File: src/rtl/mem_arbiter_pkg.sv
// Shared definitions for the memory-port arbiter: FSM state encodings,
// default bus widths and the burst-counter width helper.
package mem_arbiter_pkg;

    typedef enum logic [1:0] {
        ST_IDLE = 2'b00,
        ST_OWN0 = 2'b01,
        ST_OWN1 = 2'b10
    } arb_state_t;

    localparam int ADDR_W_DEF = 8;
    localparam int DATA_W_DEF = 8;

    // One spare bit keeps BURST_MAX = 1 from collapsing to a zero-width counter.
    function automatic int burst_cnt_w(input int burst_max);
        return $clog2(burst_max) + 1;
    endfunction

endpackage

File: src/rtl/mem_arbiter_arb_pick.sv
// Combinational two-way request picker, shared with the I/O port arbiter.
// On contention: fixed mode favours port 0, otherwise the port not served last.
module arb_pick (
    input  logic req0,
    input  logic req1,
    input  logic last,
    input  logic fixed,
    output logic pick,
    output logic valid
);

    assign valid = req0 | req1;
    assign pick  = (req0 && req1) ? (fixed ? 1'b0 : ~last) : req1;

endmodule

File: src/rtl/mem_arbiter.sv
// Two-master arbiter for the single memory port: cpu on port 0, loader/DMA on port 1.
// Moore FSM with bounded bursts, output mux and registered read-valid return.
module mem_arbiter
    import mem_arbiter_pkg::*;
#(
    parameter int ADDR_W         = ADDR_W_DEF,
    parameter int DATA_W         = DATA_W_DEF,
    parameter int BURST_MAX      = 16,
    parameter int FIXED_PRIORITY = 0
) (
    input  logic              Clk,
    input  logic              Reset,
    input  logic              req0,
    input  logic              req1,
    input  logic              write0,
    input  logic              write1,
    input  logic [ADDR_W-1:0] addr0,
    input  logic [ADDR_W-1:0] addr1,
    input  logic [DATA_W-1:0] wdata0,
    input  logic [DATA_W-1:0] wdata1,
    output logic              gnt0,
    output logic              gnt1,
    output logic [DATA_W-1:0] rdata0,
    output logic [DATA_W-1:0] rdata1,
    output logic              rvalid0,
    output logic              rvalid1,
    output logic [ADDR_W-1:0] address,
    output logic [DATA_W-1:0] to_memory,
    output logic              write,
    input  logic [DATA_W-1:0] from_memory
);

    localparam int               CNT_W    = burst_cnt_w(BURST_MAX);
    localparam logic [CNT_W-1:0] CNT_LAST = CNT_W'(BURST_MAX - 1);
    localparam logic             FIXED    = (FIXED_PRIORITY != 0);

    arb_state_t       state;
    arb_state_t       state_nxt;
    logic [CNT_W-1:0] cnt;
    logic             last;
    logic             pick;
    logic             pick_vld;

    // last always equals the current owner while in OWNn, so one picker
    // serves both the idle choice and the burst-limit re-arbitration.
    arb_pick u_pick (
        .req0  (req0),
        .req1  (req1),
        .last  (last),
        .fixed (FIXED),
        .pick  (pick),
        .valid (pick_vld)
    );

    always_ff @(posedge Clk or posedge Reset) begin
        if (Reset) begin
            state <= ST_IDLE;
        end else begin
            state <= state_nxt;
        end
    end

    always_comb begin
        state_nxt = state;
        case (state)
            ST_IDLE: begin
                if (pick_vld) begin
                    state_nxt = pick ? ST_OWN1 : ST_OWN0;
                end
            end
            ST_OWN0: begin
                if (!req0) begin
                    state_nxt = req1 ? ST_OWN1 : ST_IDLE;
                end else if (req1 && cnt == CNT_LAST) begin
                    state_nxt = pick ? ST_OWN1 : ST_OWN0;
                end
            end
            ST_OWN1: begin
                if (!req1) begin
                    state_nxt = req0 ? ST_OWN0 : ST_IDLE;
                end else if (req0 && cnt == CNT_LAST) begin
                    state_nxt = pick ? ST_OWN1 : ST_OWN0;
                end
            end
            default: state_nxt = ST_IDLE;
        endcase
    end

    always_comb begin
        gnt0      = (state == ST_OWN0);
        gnt1      = (state == ST_OWN1);
        address   = '0;
        to_memory = '0;
        write     = 1'b0;
        case (state)
            ST_OWN0: begin
                address   = addr0;
                to_memory = wdata0;
                write     = write0 & req0;
            end
            ST_OWN1: begin
                address   = addr1;
                to_memory = wdata1;
                write     = write1 & req1;
            end
            default: ;
        endcase
    end

    // Count saturates at the limit so a late request from the other port
    // takes the bus at the very next edge.
    always_ff @(posedge Clk or posedge Reset) begin
        if (Reset) begin
            cnt  <= '0;
            last <= 1'b1;
        end else begin
            if (state_nxt != state || state_nxt == ST_IDLE) begin
                cnt <= '0;
            end else if (cnt != CNT_LAST) begin
                cnt <= cnt + 1'b1;
            end
            if (state_nxt == ST_OWN0 && state != ST_OWN0) begin
                last <= 1'b0;
            end else if (state_nxt == ST_OWN1 && state != ST_OWN1) begin
                last <= 1'b1;
            end
        end
    end

    always_ff @(posedge Clk or posedge Reset) begin
        if (Reset) begin
            rvalid0 <= 1'b0;
            rvalid1 <= 1'b0;
        end else begin
            rvalid0 <= (state == ST_OWN0) & req0 & ~write0;
            rvalid1 <= (state == ST_OWN1) & req1 & ~write1;
        end
    end

    assign rdata0 = from_memory;
    assign rdata1 = from_memory;

endmodule

File: config.mk
export PLATFORM = sky130hd
export DESIGN_NAME = mem_arbiter
export DESIGN_NICKNAME = d
export VERILOG_FILES = /design/src/rtl/mem_arbiter_pkg.sv /design/src/rtl/mem_arbiter_arb_pick.sv /design/src/rtl/mem_arbiter.sv
export SDC_FILE = /design/constraint.sdc
export NUM_CORES = 1
export LEC_CHECK = 0
export BUFFER_PORTS_ARGS = -buffer_cell sky130_fd_sc_hd__buf_2
export CAP_MARGIN = 5
export CORE_MARGIN = 1
export CORE_UTILIZATION = 41
export DETAILED_ROUTE_END_ITERATION = 7
export GPL_TIMING_DRIVEN = 0
export PLACE_DENSITY_LB_ADDON = 0.1
export SETUP_SLACK_MARGIN = 0.2
export SYNTH_ARGS = -nofsm -noshare
export SYNTH_HDL_FRONTEND = slang
export SYNTH_SLANG_ARGS = --single-unit
File: constraint.sdc
create_clock -name Clk -period 3.4 [get_ports Clk]
set_clock_uncertainty 0.2 [all_clocks]
set_input_delay 0.17 -clock Clk [delete_from_list [all_inputs] [get_ports Clk]]
set_output_delay 0.17 -clock Clk [all_outputs]
set_load 0.02 [all_outputs]
Yosys cells after proc, flatten, opt, wreduce, memory -nomap -nowiden
Index checks and enable logic that the tools add are counted.

word-level totals
  flip-flop bits (word level) = 10
  output and inout bits = 37
  word-level logic and storage cells = 52

cells by class
  $add $sub $neg = 1
  equality and inequality tests = 9
  muxes and demuxes = 17
  bitwise gates (word level) = 10
  reduce and logical (&&, ||, !) cells = 10

operators with widths
  kind                 number
  $pmux 8 s2           2
  $mux 2               7
  $mux 5               2
  $and 1x1->1          6
  $pmux 2 s3           1
  $add 5x1->5 const B  1
  $eq 5x4->1 const B   1
  $logic_and 1x1->1    5
  $ne 5x4->1 const B   1
  $eq 2x1->1 const B   2
  $eq 2x2->1 const B   2
  $logic_not 2->1      2
  $mux 1               4
  $reduce_bool 2->1    2
  $not 1->1            3
  $ne 2x1->1 const B   1
  $ne 2x2->1           1
  $ne 2x2->1 const B   1
  $pmux 1 s2           1
  $logic_or 1x1->1     1
  $or 1x1->1           1

Logic depth before layout (Yosys ltp)
  word-level depth = 10
  gate-level depth with buffers = 10
  gate-level depth less buffers = 9

Modules after synthesis
A second synthesis with hierarchy kept.

unflattened totals
  cells, all modules = 142
  area, all modules = 1211.2 um^2

modules (own cells, without submodules)
  module       times used  cells each  area each (um^2)  sequential area each (um^2)
  mem_arbiter  1           139         1193.6            251.5
  arb_pick     1           3           17.5              0.0

Worst setup path before layout
No wires, ideal clock.

  path kind = flip-flop to output port
  from = register state[1]
  to = output port write
  arrival time = 2.097 ns
  required time = 3.030 ns
  setup slack = 0.933 ns
  stages on the path, launching flop included = 7
  cells stage by stage = dfrtp_1 inv_1 ha_1 clkbuf_1 buf_1 nand3_1 a21boi_0

on the way
  longest elaborated chain between the ends = 2
  elaborated cells between the ends (all ways) = 3
  classes of those cells = eq/ne: 2; mux: 1

ends and longest elaborated chain
  item                    line               RTL
  start, declared         mem_arbiter.sv:37  arb_state_t state;
  start signal, assigned  mem_arbiter.sv:59  state <= state_nxt;
  $eq 2x1->1              --
  net gnt0                mem_arbiter.sv:21  output logic gnt0,
  $pmux 1 s2              mem_arbiter.sv:95  case (state)
  end, declared           mem_arbiter.sv:29  output logic write,

The timed path passes the listed nets, and every way through them passes these cells.

Worst setup path in the final report
  from = register state[1]
  to = output port write

on the way
  longest elaborated chain between the ends = 2
  elaborated cells between the ends (all ways) = 3
  classes of those cells = eq/ne: 2; mux: 1

ends and longest elaborated chain
  item                                             line
  $eq 2x2->1 / $eq 2x1->1 (equally long branches)  mem_arbiter.sv:95
  $pmux 1 s2 (*)                                   mem_arbiter.sv:95

Mark *: on every way between the ends. The rest lies on a longest branch, timed or not.

==> results by group <==
Layout
  – Share of final-layout standard cells stronger than drive strength 1: 47.2%
  – Final standard cell area without fillers: 0.00162 mm²
  – Number of nets in the layout: 271
  – Fill count: 234
  – Syn-to-layout area delta: 40.7%
  – Total inserted antenna cells: 0

Die
  – Initial Utilization: 44.9%
  – Horizontal die dimension: 55.0 µm
  – Die extent in y: 55.0 µm
  – Area of the core region: 0.00257 mm²
  – Number of core rows: 18
  – Floorplan die area: 0.00303 mm²
  – I/O pin count: 83

Global routing
  – All-Layer GR Usage: 21.6%
  – Overflow left after global routing: 0
  – Global-route wire length before repair: 4720 µm
  – Maximum number of pins on one net before global-route repair: 11
  – Antenna violations before repair: 0
  – Number of global-route vias before repair: 1192

Clocking
  – Clock Root Buffer: clkbuf_4
  – Sink Count: 10
  – Post-cts resize count: 0
  – Total clock buffers created by CTS: 3
  – Longest Clk Path Bufs: 2
  – Worst-Skew Late Latency: 0.26 ns
  – CTS tree: yes
  – CTS H-tree depth: 1
  – Clock transition time at the flip-flop clock pins of the worst setup and hold paths: 0.06 ns

Power and ir drop
  – Leakage power figure: 0.000847 µW
  – Maximum ir drop on the vdd rail: 433 µV
  – PD cells: 634 mW/mm²

Synth
  – Cell types with the highest counts after synthesis: nor2b_1 (18), buf_4 (17), a22oi_1 (16)
  – Simple-gate share of the synthesized area: 19.5%
  – Synthesized Nets: 190
  – Library cell with the highest instance count after synthesis: nor2b_1
  – Cell types with the largest area share after synthesis: dfrtp_1 (20%), buf_4 (11%), a22oi_1 (10%)
  – Post-synthesis area per instance: 8.35 µm²
  – Largest family of logic cells by synthesized area: compound AO/OA/AOI/OAI gates
  – Portion of synthesized cell area occupied by the leading cell type: 19.5%
  – Post-synthesis compound-gate area fraction: 30.9%
  – Sequential cell area fraction in the yosys report: 21.8%
  – Number of synthesis warnings: 0
  – Synthesized instance count: 138
  – Flip-flop and latch count after synthesis: 10
  – Main flop type after synthesis: dfrtp_1
  – Adder and majority cell fraction of the synthesized area: 6.51%
  – Mux share of post-synthesis cell area: 0.869%
  – Synth async-reset ratio: 100%
  – Distinct cell type count of the synthesized netlist: 41
  – Cell Area, Synth: 0.00115 mm²
  – Synth Area in XOR/XNOR: 2.28%
  – Cell accounting for the most synthesized area: dfrtp_1
  – Number of synthesized flops with an enable pin: 0

Critical path
  – Crit Path Max Fanout: 10
  – Class of the most critical setup path: flop to primary output
  – Critical Path Start Type: flop
  – Sort of element at the end of the critical path: primary output
  – Worst Path Required: 3.03 ns
  – Data arrival time at the worst-slack endpoint: 2.55 ns

Drt
  – Total via count in the routed design: 1299
  – Pre-antenna DRT Iters: 4
  – 1st-iter DRT viols: 20
  – Overall routed net length: 3140 µm
  – Antenna Nets Post-Route: 0
  – Remaining design rule violation count: 0
  – WL/cell: 12.7 µm
  – Routed via count divided by cell count: 5.24

Hold path
  – Min-Delay Path Class: input port to flop

Place
  – Port buffer count: 73
  – Gpl congestion: 0.838
  – Half-perimeter wire length after placement: 2560 µm
  – Cell Area, Placed: 0.00156 mm²

Timing
  – Final hold violation count: 0
  – Clock period minus worst slack: 2.92 ns
  – Count of endpoints failing setup in the final report: 0
  – Unrepaired setup endpoints after global routing: false
  – Final worst path period share: 85.8%
  – Tightest slew margin relative to the limit: 70.0%
  – Highest Clock Rate: 0.343 GHz
  – Final Max Tran Viols: 0
  – Setup total negative slack: 0 ns
  – Pin slew with the least headroom to its limit: 0.450 ns

Run status
  – Outcome: finished, final reports clean

Job
  – Max-cap violations: 0
## repair_timing
| item | 4_1_cts | 5_1_grt |
|---|---|---|
| buffers inserted | 0 | 0 |
| hold endpoints to repair | 12 | 0 |
| hold buffers | 3 | 0 |
## registers in the layout, summed over array words and instances (netlist names)
name     cells
rvalid0      1
rvalid1      1
cnt          5
last         1
state        2
## cell usage in the layout (no fill, tap or decap), drive strengths merged, types with 2 or more instances in the layout
master	n
buf	94
ha	6
dlygate4sd3	3
nor2	3
clkbuf	7
nand3	3
dfrtp	9
a21bo	2
a211oi	3
inv	10
o21ai	3
a21boi	2
nand2	7
xor2	2
and3b	2
a21oi	9
o211ai	2
a22oi	16
nor2b	18
## routing by layer
metal,GRT usage [%],up-vias,wire length (µm)
li1,-,637,-
met1,23.2,606,1210
met5,0,-,0
met3,2.19,4,162
met2,41.6,52,1740
met4,10.0,0,31
## final cells by class
type                            count  area [µm²]  share of cell area (%)
Inverter                           10        37.5                    2.31
Buffer                             24         170                    10.5
Sequential cell                    10         251                    15.5
Clock buffer                        4        36.3                    2.24
Tap cell                           30        37.5                    2.31
Timing Repair Buffer               76         395                    24.4
Multi-Input combinational cell     94         693                    42.7
## power by group
part / leakage (µW) / switching (µW) / total [µW] / internal, µW
combinational: 0.000693 / 433 / 731 / 298
clock: 0.0000210 / 37.9 / 103 / 64.9
sequential: 0.000133 / 43.5 / 194 / 151
## final timing paths
check                                    from            endpoint  slack (ns)  cells past startpoint
setup / recovery           state[1]$_DFF_PP0_               write        0.48                      7
max in group asynchronous               Reset    last$_DFFE_PP1P_        2.47                      3
min in group asynchronous               Reset  state[1]$_DFF_PP0_        0.22                      3
setup reg to reg           cnt[0]$_DFFE_PP0P_  cnt[1]$_DFFE_PP0P_        0.80                     10
hold reg to reg              last$_DFFE_PP1P_    last$_DFFE_PP1P_        0.33                      2
hold / removal                           req0   rvalid0$_DFF_PP0_        0.14                      4
## logic make-up (layout without fill, tap and decap cells)
| kind of cell | after synthesis | after routing |
|---|---|---|
| compound gates | 45 | 45 |
| simple gates | 39 | 39 |
| buf+inv | 34 | 114 |
| flops | 10 | 10 |
| fa+ha+maj | 6 | 6 |
| xor+xnor | 3 | 3 |
| mux | 1 | 1 |
## critical path: stages, from the launching register on
cell and delay (ns):
dfrtp_1 0.47, inv_1 0.19, ha_1 0.28, clkbuf_1 0.39
buf_1 0.41, nand3_1 0.13, a21boi_0 0.21, buf_2 0.20
## stage by stage
| stage | hold slack (ns) | cells | power [µW] | utilization [%] | worst slack (ns) |
|---|---|---|---|---|---|
| finish | 0.142 | 248 | 1030 | 63.2 | 0.483 |
| global route | 0.171 | 248 | 1110 | 63.2 | 0.250 |
| CTS | 0.128 | 248 | 1030 | 63.2 | 0.541 |
| detailed placement | -0.0406 | 241 | 921 | 60.6 | 0.797 |
| global placement | -0.0515 | 241 | 896 | 60.6 | 0.870 |
| floorplan | -0.191 | 138 | 723 | - | 0.933 |
Note: power is estimated with default switching activity, not from simulation.
